===== src/rtl/rotate_shift_unit_seq_pkg.sv =====
// Shared encodings for the multi-cycle rotate/shift unit (also used by the ALU decoder).
package rotate_shift_unit_seq_pkg;

    typedef enum logic [2:0] {
        RSU_ROL  = 3'b000,
        RSU_ROR  = 3'b001,
        RSU_RCL  = 3'b010,
        RSU_RCR  = 3'b011,
        RSU_SHL  = 3'b100,
        RSU_SHR  = 3'b101,
        RSU_SAR  = 3'b110,
        RSU_RSVD = 3'b111
    } rsu_mode_e;

    typedef enum logic {
        ST_IDLE = 1'b0,
        ST_RUN  = 1'b1
    } rsu_state_e;

endpackage


===== src/rtl/rotate_shift_unit_seq_step.sv =====
// Combinational single-position step: (mode, w, c) -> (w', c').
module rotate_shift_unit_seq_step
    import rotate_shift_unit_seq_pkg::*;
#(
    parameter int unsigned WIDTH = 6
) (
    input  rsu_mode_e        mode,
    input  logic [WIDTH-1:0] w,
    input  logic             c,
    output logic [WIDTH-1:0] w_nxt_c,
    output logic             c_nxt_c
);

    localparam int unsigned M = WIDTH - 1;

    // One bit of rotate/shift; reserved mode holds the working value.
    always_comb begin
        w_nxt_c = w;
        c_nxt_c = c;
        case (mode)
            RSU_ROL: begin
                c_nxt_c = w[M];
                w_nxt_c = {w[M-1:0], w[M]};
            end
            RSU_ROR: begin
                c_nxt_c = w[0];
                w_nxt_c = {w[0], w[M:1]};
            end
            RSU_RCL: begin
                c_nxt_c = w[M];
                w_nxt_c = {w[M-1:0], c};
            end
            RSU_RCR: begin
                c_nxt_c = w[0];
                w_nxt_c = {c, w[M:1]};
            end
            RSU_SHL: begin
                c_nxt_c = w[M];
                w_nxt_c = {w[M-1:0], 1'b0};
            end
            RSU_SHR: begin
                c_nxt_c = w[0];
                w_nxt_c = {1'b0, w[M:1]};
            end
            RSU_SAR: begin
                c_nxt_c = w[0];
                w_nxt_c = {w[M], w[M:1]};
            end
            default: begin
                w_nxt_c = w;
                c_nxt_c = c;
            end
        endcase
    end

endmodule


===== src/rtl/rotate_shift_unit_seq.sv =====
// Multi-cycle rotate/shift unit: one bit position per clock, start/busy/done handshake,
// result and CF/SF/ZF held until the next accepted operation.
module rotate_shift_unit_seq
    import rotate_shift_unit_seq_pkg::*;
#(
    parameter int unsigned WIDTH = 6,
    parameter int unsigned AMT_W = WIDTH,
    parameter int unsigned CNT_W = $clog2(WIDTH + 2)
) (
    input  logic             clk,
    input  logic             rst_n,
    input  logic             start,
    input  logic [2:0]       mode,
    input  logic [WIDTH-1:0] a,
    input  logic [AMT_W-1:0] b,
    input  logic             cf_in,
    output logic [WIDTH-1:0] r,
    output logic             cf,
    output logic             sf,
    output logic             zf,
    output logic             busy,
    output logic             done
);

    // Reduction is done at the wider of the amount and counter widths so that
    // neither the full b value nor WIDTH+1 is truncated before mod/min.
    localparam int unsigned RED_W = (AMT_W > CNT_W) ? AMT_W : CNT_W;

    rsu_state_e       state;
    rsu_mode_e        mode_q;
    logic [WIDTH-1:0] work;
    logic             c_q;
    logic [CNT_W-1:0] cnt;

    logic [RED_W-1:0] b_ext_c;
    logic [RED_W-1:0] b_mod_rot_c;
    logic [RED_W-1:0] b_mod_rc_c;
    logic [RED_W-1:0] b_min_c;
    logic [CNT_W-1:0] ceff_c;

    logic [WIDTH-1:0] step_w_c;
    logic             step_c_c;

    // Effective step count for the operation being offered on the inputs.
    always_comb begin
        b_ext_c     = RED_W'(b);
        b_mod_rot_c = b_ext_c % RED_W'(WIDTH);
        b_mod_rc_c  = b_ext_c % RED_W'(WIDTH + 1);
        b_min_c     = (b_ext_c > RED_W'(WIDTH)) ? RED_W'(WIDTH) : b_ext_c;
        ceff_c      = '0;
        case (rsu_mode_e'(mode))
            RSU_ROL, RSU_ROR:          ceff_c = CNT_W'(b_mod_rot_c);
            RSU_RCL, RSU_RCR:          ceff_c = CNT_W'(b_mod_rc_c);
            RSU_SHL, RSU_SHR, RSU_SAR: ceff_c = CNT_W'(b_min_c);
            default:                   ceff_c = '0;
        endcase
    end

    rotate_shift_unit_seq_step #(
        .WIDTH (WIDTH)
    ) u_step (
        .mode    (mode_q),
        .w       (work),
        .c       (c_q),
        .w_nxt_c (step_w_c),
        .c_nxt_c (step_c_c)
    );

    // Control FSM, iteration registers and held result/flag registers.
    always_ff @(posedge clk or negedge rst_n) begin
        if (!rst_n) begin
            state  <= ST_IDLE;
            mode_q <= RSU_ROL;
            work   <= '0;
            c_q    <= 1'b0;
            cnt    <= '0;
            r      <= '0;
            cf     <= 1'b0;
            sf     <= 1'b0;
            zf     <= 1'b0;
            busy   <= 1'b0;
            done   <= 1'b0;
        end else begin
            done <= 1'b0;
            case (state)
                ST_IDLE: begin
                    if (start) begin
                        state  <= ST_RUN;
                        mode_q <= rsu_mode_e'(mode);
                        work   <= a;
                        c_q    <= cf_in;
                        cnt    <= ceff_c;
                        busy   <= 1'b1;
                    end
                end
                ST_RUN: begin
                    if (cnt != '0) begin
                        work <= step_w_c;
                        c_q  <= step_c_c;
                        cnt  <= cnt - CNT_W'(1);
                    end else begin
                        r     <= work;
                        cf    <= c_q;
                        sf    <= work[WIDTH-1];
                        zf    <= (work == '0);
                        busy  <= 1'b0;
                        done  <= 1'b1;
                        state <= ST_IDLE;
                    end
                end
                default: state <= ST_IDLE;
            endcase
        end
    end

endmodule

===== config.mk =====
export PLATFORM = sky130hd
export DESIGN_NAME = rotate_shift_unit_seq
export DESIGN_NICKNAME = d
export VERILOG_FILES = /design/src/rtl/rotate_shift_unit_seq_pkg.sv /design/src/rtl/rotate_shift_unit_seq_step.sv /design/src/rtl/rotate_shift_unit_seq.sv
export SDC_FILE = /design/constraint.sdc
export NUM_CORES = 1
export LEC_CHECK = 0
export CAP_MARGIN = 20
export CORE_ASPECT_RATIO = 1.2
export CORE_UTILIZATION = 45
export DETAILED_ROUTE_END_ITERATION = 6
export PLACE_DENSITY = 0.77
export SLEW_MARGIN = 10
export SYNTH_ARGS = -nofsm -noshare
export SYNTH_HDL_FRONTEND = slang
export SYNTH_SLANG_ARGS = --single-unit

===== constraint.sdc =====
create_clock -name clk -period 4.04 [get_ports clk]
set_clock_uncertainty 0.2 [all_clocks]
set_input_delay 0.404 -clock clk [delete_from_list [all_inputs] [get_ports clk]]
set_output_delay 0.404 -clock clk [all_outputs]
set_load 0.1 [all_outputs]

# Word-level counts from Yosys, hierarchy flattened
# Index checks and enable logic that the tools add are counted.
# totals
ff_bits	25
input_bits	19
out_inout_bits	11
# op_classes
addsub	1
n_div	2
n_lt_le_gt_ge	1
eq_ne	19
mux	21
bitwise	2
n_reduce_logical	16
# op_table
op	count
6-bit case mux with 7 select lines	1
3-bit == test, second input constant	6
3-bit by 2-bit == test with 1-bit output, second input constant	4
6-bit by 3-bit modulo with 6-bit output, second input constant	2
6-bit 2-to-1 mux	2
6-bit case mux with 2 select lines	1
3-bit 2-to-1 mux	3
3-bit case mux with 3 select lines	1
1-bit 2-to-1 mux	8
8-bit by 1-bit != test with 1-bit output, second input constant	1
1-bit case mux with 2 select lines	4
2-bit AND reduction	4
7-bit by 1-bit != test with 1-bit output, second input constant	1
3-bit by 1-bit == test with 1-bit output, second input constant	2
6-bit by 3-bit > comparator with 1-bit output, second input constant	1
3-bit logical NOT	2
6-bit logical NOT	1
2-bit != test, second input constant	3
3-bit case mux with 2 select lines	1
3-bit AND reduction	2
3-bit OR reduction	2
4-bit AND reduction	1
2-bit OR reduction	2
4-bit OR reduction	1
other kinds (5)	6

# Logic depth before layout (Yosys ltp)
# Gate-level depths: netlist of run 1.
# logic_depth
depth_word	5
ltp_mapped	10

# By module
# Synthesis of run 1 repeated with hierarchy kept, for this count alone.
# hier_totals
hier_cells	213
hier_area_um2	1816.7
# by_module_without_submodules
mod	n_inst	cells_per_inst	area_per_inst_um2
rotate_shift_unit_seq	1	177	1572.8
rotate_shift_unit_seq_step	1	36	244.0

# Worst setup path before layout of run 1
# Ideal clock, no wire load.
# synth_timing
path_kind	input-to-reg
from	in mode[1]
to	reg cnt[1]
setup_time_ps	82
arrival_time_ps	2624
required_ps	3758
slack_ps	1134
stages	10
cell_sequence	nor2b_1 > inv_1 > ha_1 > o211ai_1 > a22oi_2 > or4_1 > a211oi_2 > o21ai_1 > a221o_1 > a31oi_1
# synth_between
elab_chain_cells	5
word_cells_on_any_way	13
# synth_lines
item	line_no	source
from (decl)	rotate_shift_unit_seq.sv:13	input logic [2:0] mode,
3-bit == test, or another cell as far along	rotate_shift_unit_seq.sv:51	case (rsu_mode_e'(mode))
3-bit OR reduction / 2-bit OR reduction (equally long branches)	rotate_shift_unit_seq.sv:51	
3-bit case mux with 3 select lines *	rotate_shift_unit_seq.sv:51	
3-bit 2-to-1 mux *	rotate_shift_unit_seq.sv:87	if (start) begin
3-bit case mux with 2 select lines *	rotate_shift_unit_seq.sv:85	case (state)
to (signal assigned)	rotate_shift_unit_seq.sv:100	cnt <= cnt - CNT_W'(1);
to (decl)	rotate_shift_unit_seq.sv:33	logic [CNT_W-1:0] cnt;
# Every way passes the cells marked *; elsewhere a longest branch is shown, timed or not. The select of a mux whose other input is x is not followed.
# A chain may end at the register's enable or synchronous reset.

# Worst setup path after layout of run 1
# layout_timing
from	in mode[2]
to	reg cnt[1]
# Same word-level chain as after synthesis.

==> results of run 1 <==
==> worst paths after layout <==
check                      endpoint  cells past startpoint
max                          cnt[1]                     11
min                             c_q                      1
max reg2reg                 work[1]                      8
min reg2reg                    r[2]                      2
max in group asynchronous   work[3]                      2
min in group clk               r[2]                      2
==> sequential cells by signal, indices dropped and copies added (netlist names) <==
name	count
busy	1
c_q	1
cf	1
cnt	3
done	1
mode_q	3
r	5
sf	1
state	1
work	6
zf	1
==> layout by cell type (no fill, tap or decap), types with 4 or more instances in the layout <==
master / count
mux2i_1: 6
a21oi_1: 6
nand2b_1: 5
nor2_1: 15
dfrtp_1: 24
ha_1: 7
o21ai_1: 11
mux2_2: 4
a31oi_1: 5
nand2_1: 39
nand3_1: 4
o211ai_1: 4
o21ai_0: 13
clkdlybuf4s50_1: 29
inv_1: 7
nor3_1: 5
==> logic make-up after synthesis <==
kind of cell | synth area share (%)
flops | 35.0
fa+ha+maj | 5.10
buf+inv | 5.25
xor+xnor | 0.510
simple gates | 22.6
compound gates | 25.4
mux | 6.12
==> stage by stage <==
stage | utilization [%] | hold WS, ps | worst slack, ps
2_1_floorplan | - | -91.6 | 1130
3_3_place_gp | 55.8 | 256 | 427
3_5_place_dp | 55.8 | 261 | 345
4_1_cts | 57.7 | 283 | 633
5_1_grt | 58.2 | 252 | 379
6_report | 58.2 | 228 | 598
==> worst max-delay path: stages <==
cell and delay [ps]:
clkdlybuf4s50_1 540, nor2b_1 250, inv_1 110, ha_1 320, o21ai_1 160, mux2_2 400, and3_1 210, a211oi_1 400
o21ai_1 110, a221o_1 360, a31oi_1 160
==> per-layer routing <==
layer / up-vias / global-route usage [%] / wire [µm]
met2: 42 / 35.0 / 1880
li1: 808 / - / -
met3: 10 / 2.61 / 117
met5: - / 0 / 0
met1: 759 / 23.8 / 1610
met4: 0 / 9.26 / 90
==> power by group through the flow <==
stage,clock network [mW],logic [mW],registers [mW]
floorplan,0,0.585,0.750
global placement,0,1.04,0.500
detailed placement,0,1.05,0.502
CTS,0.214,1.06,0.498
global route,0.225,1.16,0.518
finish,0.210,1.05,0.499
==> final cells by class <==
| cell class | instances | area [µm²] | area share (%) |
|---|---|---|---|
| clock buffer | 3 | 41.3 | 1.95 |
| clock inverter | 1 | 30.0 | 1.42 |
| inverter | 8 | 30.0 | 1.42 |
| multi-input combinational | 165 | 1030 | 48.5 |
| sequential | 24 | 601 | 28.4 |
| tap | 52 | 65.1 | 3.08 |
| timing repair buffer | 32 | 320 | 15.2 |
==> summary.md, run 1 <==
| Metric | Value |
|---|---|
| Final Non-Filler Cells | 285 |
| Die X | a little under 60 µm |
| Sequential share of the synthesized area | 35.0% |
| CTS max path bufs | 2 |
| Critical Path RT | between 4000 and 5000 ps |
| Post-layout nets | 260 |
| Top cells by area, synth | dfrtp_1 (35%), nand2_1 (8.5%), ha_1 (5.1%), o21ai_0 (4.1%), mux2i_1 (3.5%) |
| PortBufs | 29 |
| Gr usage total | around a fifth |
| RR Startpoint | state |
| Synth warn | 0 |
| Switching Share | approximately half |
| CTS tree | built |
| Total power | between 1.5 and 2 mW |
| Via density | roughly 5.7 |
| Crit Path Class | primary input to register |
| Largest net degree at the start of global routing | 25 |
| Clock power frac | around an eighth |
| Setup Buffers After CTS | 0 |
| Antenna Cells | 0 |
| Initial DRC Count | 54 |
| Layout overhead on the synthesized area | 23.1% |
| Die Span Y | roughly 70 µm |
| Max-Cap Viols | 0 |
| CTS Buf Count | 3 |
| Worst endpoint data arrival time | between 3000 and 4000 ps |
| Vias in the first global route | around 1400 |
| Netlist Area Pre-Place | ~1700 µm² |
| Worst-skew pair later-pin latency | about 270 ps |
| Layout cells sized above 1 | roughly 6.9% |
| First-pass GRT wire length | between 6000 and 7000 µm |
| Post-synth cell types | 47 |
| Combinational power share | about three fifths |
| Initial Utilization | around 47% |
| RSZ-0062 raised after global routing | false |
| Post-CTS Hold Buffers | 0 |
| Status | finished, final reports clean |
| Max FO, Critical Path | 7 |
| Max Fclk | 291 MHz |
| Crit path launch | mode[2] |
| Via count | about 1600 |
| Net Switching | roughly 900 µW |
| Flops & latches, synth | 24 |
| Slew of the pin with the lowest slew margin | a little under 1000 ps |
| Fin crit share | between 80% and 90% |
| Root Buffer | clkbuf_8 |
| DR pass1 iterations | 4 |
| Most frequent cells after synthesis | nand2_1 (39), dfrtp_1 (24), nor2_1 (15) |
| Syn Nets | approximately 230 |
| Top-count cell post-synth | nand2_1 |
| DRT Wirelength | roughly 3700 µm |
| Fillers | 344 |
| Post-synth top flop | dfrtp_1 |
| Power Internal | between 800 and 900 µW |
| Async SR Flop Fraction | 100% |
| Global route total overflow | 0 |
| Drt wl/cell | about 13 µm |
| Dpl hpwl | about 2800 µm |
| Final instance area | approximately 2100 µm² |
| Die area | between 4000 and 5000 µm² |
| Gate Count Post-Synth | 207 |
| Top cell type's share of synthesized area | between 30% and 40% |
| CTS Sinks | 24 |
| Final Hold Fails | 0 |
| Core ar. | 3630 µm² |
| TNS Setup | 0 ps |
| Routability congestion estimate | around 0.9 |
| Fin crit period | 3440 ps |
| Crit path launch type | primary input |
| Slew HR | between 30% and 40% |
| Pleak | approximately 0.9 nW |
| Power per Cell Area | between 800 and 900 nW/µm² |
| FF-to-FF setup slack | around 1600 ps |
| Post-DRT Antenna Nets | 0 |
| Max VDD drop | 0.243 mV |
| Seq pwr share | approximately 28% |
| Clk slew on worst S/H paths | around 80 ps |
| Max-slew violations | 0 |
| Htree depth | 1 |
| Post-CTS sizing | 0 |
| Dpl cells | between 200 and 300 |
| DRC | 0 |
| Initial antenna violation count | 0 |
| Std cell rows | 24 |
| DP Area | slightly above 2000 µm² |
| Yosys top cell by area | dfrtp_1 |
| Io pins | 30 |
| Synth Area per Inst | just over 8 µm² |
| EDFF count, synth | 0 |
| CP Capture Type | register |
| HP Class | primary input to asynchronous set/reset pin |
| Final setup vio count | 0 |
No activity file was read; power rests on OpenSTA's default activity.
==> run 2: changes to the inputs <==
Settings changed: ABC_AREA set to 1.
==> summary.md, run 2 <==
| Metric | Value |
|---|---|
| Via density | just over 5 |
| CTS max path bufs | 2 |
| Number of flip-flops in the largest register | 6 |
| Max-Cap Viols | 0 |
| WP buf/inv | 4 |
| Largest regs | work x6, r x5 |
| Via count | between 1500 and 2000 |
| Max VDD drop | 0.238 mV |
| Die X | 59.0 µm |
| Io pins | 30 |
| Power per Cell Area | 776 nW/µm² |
| Gate Count Post-Synth | roughly 240 |
| CP Capture Type | register |
| DRT Wirelength | between 3000 and 4000 µm |
| Status | finished, final reports clean |
| Fin crit share | between 70% and 80% |
| Synth Area per Inst | approximately 7.3 µm² |
| Die Span Y | 70.4 µm |
| Fin crit period | ~3100 ps |
| Initial DRC Count | between 40 and 50 |
| Yosys top cell by area | dfrtp_1 |
| Max FO, Critical Path | 7 |
| Slowest stage delay, CP | around 500 ps |
| Htree depth | 1 |
| Netlist Area Pre-Place | 1760 µm² |
| Reg with most FFs | work |
| Layout cells sized above 1 | approximately an eighth |
| Largest net degree at the start of global routing | 25 |
| Std cell rows | 24 |
| Final worst setup slack | a little over 900 ps |
| CTS Buf Count | 3 |
| Post-synth cell types | 35 |
| Slowest CP cell | clkdlybuf4s50_1 |
| Layout overhead on the synthesized area | 22.1% |
| DR pass1 iterations | 4 |
| Antenna Cells | 0 |
| Root Buffer | clkbuf_8 |
| Worst endpoint data arrival time | between 3000 and 4000 ps |
| Crit Path Class | primary input to register |
| PortBufs | 29 |
| First-pass GRT wire length | ~6600 µm |
| Fillers | roughly 360 |
| RSZ-0062 raised after global routing | false |
| Worst hold slack | between 200 and 300 ps |
| Family with the most delay on the worst path | simple AND/OR/NAND/NOR gates |
| Vias in the first global route | about 1600 |
| Setup Buffers After CTS | 0 |
| DRC | 0 |
| Pleak | between 1 and 1.5 nW |
| Syn Nets | roughly 270 |
| Cell mode on critical path | nand2_1 |
| Flops & latches, synth | 24 |
| Slew HR | around 36% |
| Post-layout nets | 299 |
| CTS Sinks | 24 |
| Clk slew on worst S/H paths | ~80 ps |
| Top cells by area, synth | dfrtp_1 (34%), nand2_1 (11%), inv_1 (8.1%), o21ai_0 (6.0%), ha_1 (5.0%) |
| Initial antenna violation count | 0 |
| Pre-CTS setup slack | 600 ps |
| Crit path launch type | primary input |
| Sequential share of the synthesized area | roughly 34% |
| Final setup vio count | 0 |
| Critical Path RT | between 4000 and 5000 ps |
| Async SR Flop Fraction | 100% |
| Initial Utilization | approximately 48% |
| Slew of the pin with the lowest slew margin | approximately 960 ps |
| Top-count cell post-synth | nand2_1 |
| Gr usage total | between 20% and 30% |
| Drt wl/cell | approximately 12 µm |
| Final Non-Filler Cells | around 320 |
| Max Fclk | roughly 320 MHz |
| Routability congestion estimate | about 0.78 |
| EDFF count, synth | 0 |
| Post-synth top flop | dfrtp_1 |
| Commonest non-fill, non-tap cell in the layout | nand2_1 |
| Most frequent cells after synthesis | nand2_1 (50), inv_1 (38), dfrtp_1 (24) |
| Top cell type's share of synthesized area | 34.2% |
| Post-DRT Antenna Nets | 0 |
| Synth warn | 0 |
| Dpl hpwl | ~3000 µm |
| Dpl cells | roughly 320 |
| CTS tree | built |
| Global route total overflow | 0 |
| TNS Setup | 0 ps |
| HP Class | register to register |
| Core ar. | about 3700 µm² |
| Die area | 4160 µm² |
| Most frequent cells in the layout | nand2_1 (50), inv_1 (38), clkdlybuf4s50_1 (28), dfrtp_1 (24), o21ai_0 (21) |
| Final Hold Fails | 0 |
| Worst-skew pair later-pin latency | between 200 and 300 ps |
| Total power | 1.66 mW |
| Max-slew violations | 0 |
-- run 2: cell count changes after synthesis, moves of 7 or more --
cell	previous run	this run
nand2_2	0	10
a21oi_1	6	15
o21ai_0	14	21
o21ai_1	10	1
nand2_1	39	50
nand3_1	4	17
inv_1	7	38
-- run 2: per-stage QoR --
| stage | util [%] | area [µm²] |
|---|---|---|
| after floorplan | - | 1760 |
| after global placement | 56.8 | 2100 |
| after detailed placement | 56.8 | 2100 |
| after CTS | 57.9 | 2140 |
| after global routing | 58.1 | 2140 |
| final | 58.1 | 2140 |
-- run 2: cell type report --
type	count	area, µm²	share of cell area [%]
Clock buffer	3	41.3	1.93
Inverter	43	161	7.53
Multi-Input combinational cell	170	973	45.4
Sequential cell	24	601	28.0
Tap cell	52	65.1	3.03
Timing Repair Buffer	31	303	14.1
-- run 2: path summary, 6_finish.rpt --
kind                              start      end  slack [ps]  cells after the start
worst max-delay path            mode[1]   cnt[0]         910                     25
worst min-delay path            work[1]       zf         260                      1
worst max register to register    state  work[4]        1350                      8
worst min register to register  work[1]       zf         260                      1
max in group asynchronous         rst_n     done        2860                      2
min in group asynchronous         rst_n       cf         430                      2
-- run 2: report_power, final --
group / total (mW) / switching (mW) / internal, mW
registers: 0.449 / 0.0885 / 0.360
logic: 1.07 / 0.752 / 0.320
clock network: 0.142 / 0.0753 / 0.0669
-- run 2: logic make-up (layout without fill, tap and decap cells) --
kind of cell	count (synthesis)	count (layout)	synth area share, %
adders and majority gates	7	7	4.99
and+or+nand+nor	109	109	32.3
xor gates and xnor gates	1	1	0.499
buffers and inverters	47	77	10.4
AOI/OAI and AO/OA	53	53	17.7
DFF	24	24	34.2
-- run 2: worst reg2reg max path, cell delays in order, from the launching register on --
cell and delay, ps:
dfrtp_1 660, clkinv_1 410, a21oi_1 320, inv_1 170, a31oi_1 250, a21oi_1 160
inv_1 210, o211ai_1 110, o21ai_0 110
-- run 2: what timing repair did --
item,CTS,global route
gates resized for setup,0,0
hold endpoints to repair,0,24
hold buffers,0,1
-- run 2: layer usage --
metal | part of all wire [%] | wire (µm) | vias to the layer above | GRT usage, %
met5 | 0 | 0 | - | 0
met4 | 1.8 | 68 | 0 | 7.14
met3 | 2.3 | 89 | 5 | 1.11
met2 | 53 | 2030 | 31 | 38.8
met1 | 42 | 1600 | 747 | 22.6
li1 | - | - | 857 | -
==> run 3: changes to the inputs <==
Settings changed: PLACE_DENSITY 0.77 to 0.79.
Clock period 4.04 ns to 2.6 ns, I/O delays scaled along.
==> summary.md, run 3 (synthesis gave the netlist of run 2 again) <==
| Metric | Value |
|---|---|
| Status | finished, final reports clean |
| DRT Wirelength | 4580 µm |
| Fin crit period | between 2000 and 2500 ps |
| Worst endpoint data arrival time | approximately 2400 ps |
| Reg2Reg Depth | 11 |
| Max-slew violations | 0 |
| Drt wl/cell | about 13 µm |
| Via density | around 5.3 |
| Std cell rows | 24 |
| Initial antenna violation count | 0 |
| Slew of the pin with the lowest slew margin | approximately 400 ps |
| Post-layout nets | 320 |
| Global route total overflow | 0 |
| CTS Sinks | 24 |
| Worst hold path depth | 4 |
| Fin crit share | approximately 95% |
| Fillers | between 200 and 300 |
| Clk slew on worst S/H paths | around 70 ps |
| CP Capture Type | register |
| Power per Cell Area | 1090 nW/µm² |
| CTS max path bufs | 2 |
| CTS Buf Count | 3 |
| Root Buffer | clkbuf_8 |
| Layout cells sized above 1 | about 30% |
| Slew HR | between 70% and 80% |
| Most frequent cells in the layout | nand2_1 (44), inv_1 (36), buf_4 (34), dfrtp_1 (24), o21ai_0 (21) |
| Number of flip-flops in the largest register | 6 |
| Layout overhead on the synthesized area | 40.6% |
| Crit path launch type | primary input |
| Final Hold Fails | 0 |
| Die X | between 50 and 60 µm |
| Crit Path Class | primary input to register |
| CTS tree | built |
| Gr usage total | around 22% |
| Max Fclk | ~410 MHz |
| Initial Utilization | between 40% and 50% |
| Die area | roughly 4200 µm² |
| Largest regs | work x6, r x5 |
| Dpl hpwl | between 3000 and 4000 µm |
| RSZ-0062 raised after global routing | true |
| Worst-skew pair later-pin latency | 260 ps |
| Post-DRT Antenna Nets | 0 |
| Critical Path RT | roughly 2600 ps |
| Core Util, Final | about 67% |
| First-pass GRT wire length | about 7000 µm |
| Initial DRC Count | 101 |
| Reg with most FFs | work |
| Routability congestion estimate | 0.798 |
| DRC | 0 |
| HP Class | primary input to register |
| Antenna Cells | 0 |
| Max VDD drop | 0.327 mV |
| Via count | around 1800 |
| Pleak | between 1 and 1.5 nW |
| Htree depth | 1 |
| Final setup vio count | 0 |
| DP Area | 2180 µm² |
| Die Span Y | 70.4 µm |
| Commonest non-fill, non-tap cell in the layout | nand2_1 |
| Largest net degree at the start of global routing | 25 |
| Final instance area | between 2000 and 2500 µm² |
| Io pins | 30 |
| Core ar. | ~3700 µm² |
| PortBufs | 29 |
| Max FO, Critical Path | 5 |
| Vias in the first global route | roughly 1800 |
| DR pass1 iterations | 4 |
| Max-Cap Viols | 0 |
==> run 3: cell type report <==
class                   count  area (µm²)  share of cell area, %
clock buffers               3        41.3                   1.67
flip-flops and latches     24         601                   24.3
well taps                  52        65.1                   2.63
inverters                  43         166                   6.74
repair buffers             52         432                   17.5
multi-input cells         170        1160                   47.2
==> run 3: repair_timing <==
action                     4_1_cts  5_1_grt
gates resized for setup         24       30
hold buffers                     0        0
setup buffers                    5        2
setup endpoints to repair        3        3
pin swaps                       21       20
==> run 3: where the power goes <==
group	internal [mW]	total (mW)	switching, mW
Combinational	0.536	1.78	1.25
Sequential	0.561	0.695	0.135
Clock	0.104	0.213	0.110
Total	1.20	2.69	1.49
==> run 3: per-layer routing <==
| layer | GRT usage, % | routed length, µm |
|---|---|---|
| met3 | 2.22 | 148 |
| met4 | 11.9 | 138 |
| met5 | 0 | 0 |
| met1 | 21.8 | 1770 |
| met2 | 41.9 | 2530 |
==> run 3: final timing paths <==
path / startpoint / to / slack, ps
worst max-delay path: mode[2] / cnt[0] / 130
max in group asynchronous: rst_n / done / 1820
min in group asynchronous: rst_n / busy / 150
worst max register to register: cnt[0] / work[4] / 260
worst min-delay path: mode[2] / mode_q[2] / 110
worst min register to register: work[1] / zf / 260
==> run 3: critical path, stage by stage <==
cell and delay (ps):
buf_6 100, nor2_4 120, inv_4 60, ha_4 220, inv_4 60, nand2_4 70
nand2_8 110, nand2_4 60, nor2_4 140, nand2_8 100, nand3_4 80, nand2_4 60
nor2_4 160, nand2_4 100, nand2_2 90, nand2_2 60, nor2_2 100, nand2_2 70
nand3_1 90, nand2_1 60, nand3_1 70, nand2_1 50, nand2_1 50, nand2_1 60
==> run 3: per-stage QoR <==
step	cells	power, mW	setup TNS, ps	hold WS [ps]	worst slack (ps)
6_report	344	2.69	0	109	132
5_1_grt	344	2.88	-61.5	147	-35.5
4_1_cts	342	2.65	0	163	2.40
3_5_place_dp	334	2.39	-1700	251	-609
3_3_place_gp	334	2.34	-1430	240	-509
2_1_floorplan	241	2.00	0	-236	72.2
==> variant (config.mk and constraints of run 2) <==
Register the inputs `start`, `mode`, `a`, `b` and `cf_in` before use. The logic sees them one clock later. Comments in the files are not updated.
--- a/src/rtl/rotate_shift_unit_seq.sv
+++ b/src/rtl/rotate_shift_unit_seq.sv
@@ -28,2 +28,16 @@
 
+    logic start_q;
+    logic [2:0] mode_r;
+    logic [WIDTH-1:0] a_q;
+    logic [AMT_W-1:0] b_q;
+    logic cf_q;
+
+    always_ff @(posedge clk) begin
+        start_q <= start;
+        mode_r  <= mode;
+        a_q     <= a;
+        b_q     <= b;
+        cf_q    <= cf_in;
+    end
+
     rsu_state_e       state;
@@ -45,3 +59,3 @@
     always_comb begin
-        b_ext_c     = RED_W'(b);
+        b_ext_c     = RED_W'(b_q);
         b_mod_rot_c = b_ext_c % RED_W'(WIDTH);
@@ -50,3 +64,3 @@
         ceff_c      = '0;
-        case (rsu_mode_e'(mode))
+        case (rsu_mode_e'(mode_r))
             RSU_ROL, RSU_ROR:          ceff_c = CNT_W'(b_mod_rot_c);
@@ -86,7 +100,7 @@
                 ST_IDLE: begin
-                    if (start) begin
+                    if (start_q) begin
                         state  <= ST_RUN;
-                        mode_q <= rsu_mode_e'(mode);
-                        work   <= a;
-                        c_q    <= cf_in;
+                        mode_q <= rsu_mode_e'(mode_r);
+                        work   <= a_q;
+                        c_q    <= cf_q;
                         cnt    <= ceff_c;
Formal check against the unedited RTL: not equivalent (a bounded check fails within 4 cycles, from zero or initial values and one cycle with rst_n low).
==> variant against run 2 <==
  * Non-clock buffer count is 1 lower
  * Area after synthesis rose by 12%
  * Hold slack lost 0.075 ns
  * Sequential cell count rose by 17
  * Cell area rose by 12%
  * Largest cell class is now sequential cells
  * Routed wire length fell by 0.69%
  * Setup slack improved by 0.40 ns
  * Power up 19%
==> variant: results <==
{
  "grtUsageMet2": 0.344,
  "synthTopCellsByArea": "dfrtp_1, dfxtp_1, nand2_1",
  "p_leak_nw": 1.13,
  "track_usage": 0.186,
  "clk_latency_ns": 0.29,
  "start_kind": "register",
  "avgSynthCellArea_um2": 8.34,
  "via_per_inst": 5.05,
  "nFillCells": 387,
  "hold_path.class": "input port to asynchronous set/reset pin",
  "cp.arrival_ns": 2.70,
  "r2r_cells": 9,
  "synth.top_cells.by_count": "nand2_1, inv_1, dfrtp_1",
  "grt_pass1_wl_um": 6600,
  "dp_hpwl_um": 2870,
  "syn-num-nets": 258,
  "grtUsageMet3": 0.0506,
  "async_reset_ff_frac": 0.585,
  "drt_iter0_markers": 112,
  "r2r-end": "work[1]",
  "slowest_delay_ns": 0.65,
  "cp_slowest_cell": "dfrtp_1",
  "outcome": "finished, final reports clean",
  "dpl_cell_area_mm2": 0.00230,
  "period_share": 0.675,
  "ir_drop_v": 0.000306,
  "ys_seq_area_frac": 0.480,
  "grt_pass1_vias": 1552,
  "total_power_mw": 1.97,
  "hold_slack_ns": 0.185,
  "htreeDepth": 2,
  "wirelength_um": 3760,
  "place_congestion": 0.825,
  "final_nets": 291,
  "grt_util_met1": 0.197,
  "synth_cell_types": 34,
  "pwr-share-comb": 0.538,
  "relSlewSlack": 0.356,
  "reg2reg_slack_ns": 1.31,
  "cp_top_family": "compound AO/OA/AOI/OAI gates"
}
## variant: cell types whose count changed after synthesis, sizes merged, moves of 2 or more
cell / before / now
ha: 7 / 4
a21o: 0 / 2
inv: 41 / 33
o21ai: 22 / 24
nand2: 66 / 56
nor2: 13 / 11
dfxtp: 0 / 17
## variant: cells by family (layout without fill, tap and decap cells)
group,count (synthesis),after routing,share of synthesized area
buffers and inverters,38,72,0.0760
adder cells (fa/ha/maj),4,4,0.0255
XOR/XNOR,1,1,0.00447
AO/OA/AOI/OAI,53,53,0.157
flip-flops,41,41,0.480
AND/OR/NAND/NOR,98,98,0.257
## variant: cell type report
type	instances	area, um^2	area share
sequential	41	941	0.390
multi-input combinational	156	870	0.361
timing repair buffer	30	318	0.132
inverter	34	128	0.0530
clock buffer	5	68.8	0.0286
tap	54	67.6	0.0280
clock inverter	3	17.5	0.00727
## variant: metal layers
metal,up-vias,share of wire
li1,846,-
met1,734,0.43
met2,44,0.51
met3,8,0.040
met4,0,0.022
met5,-,0
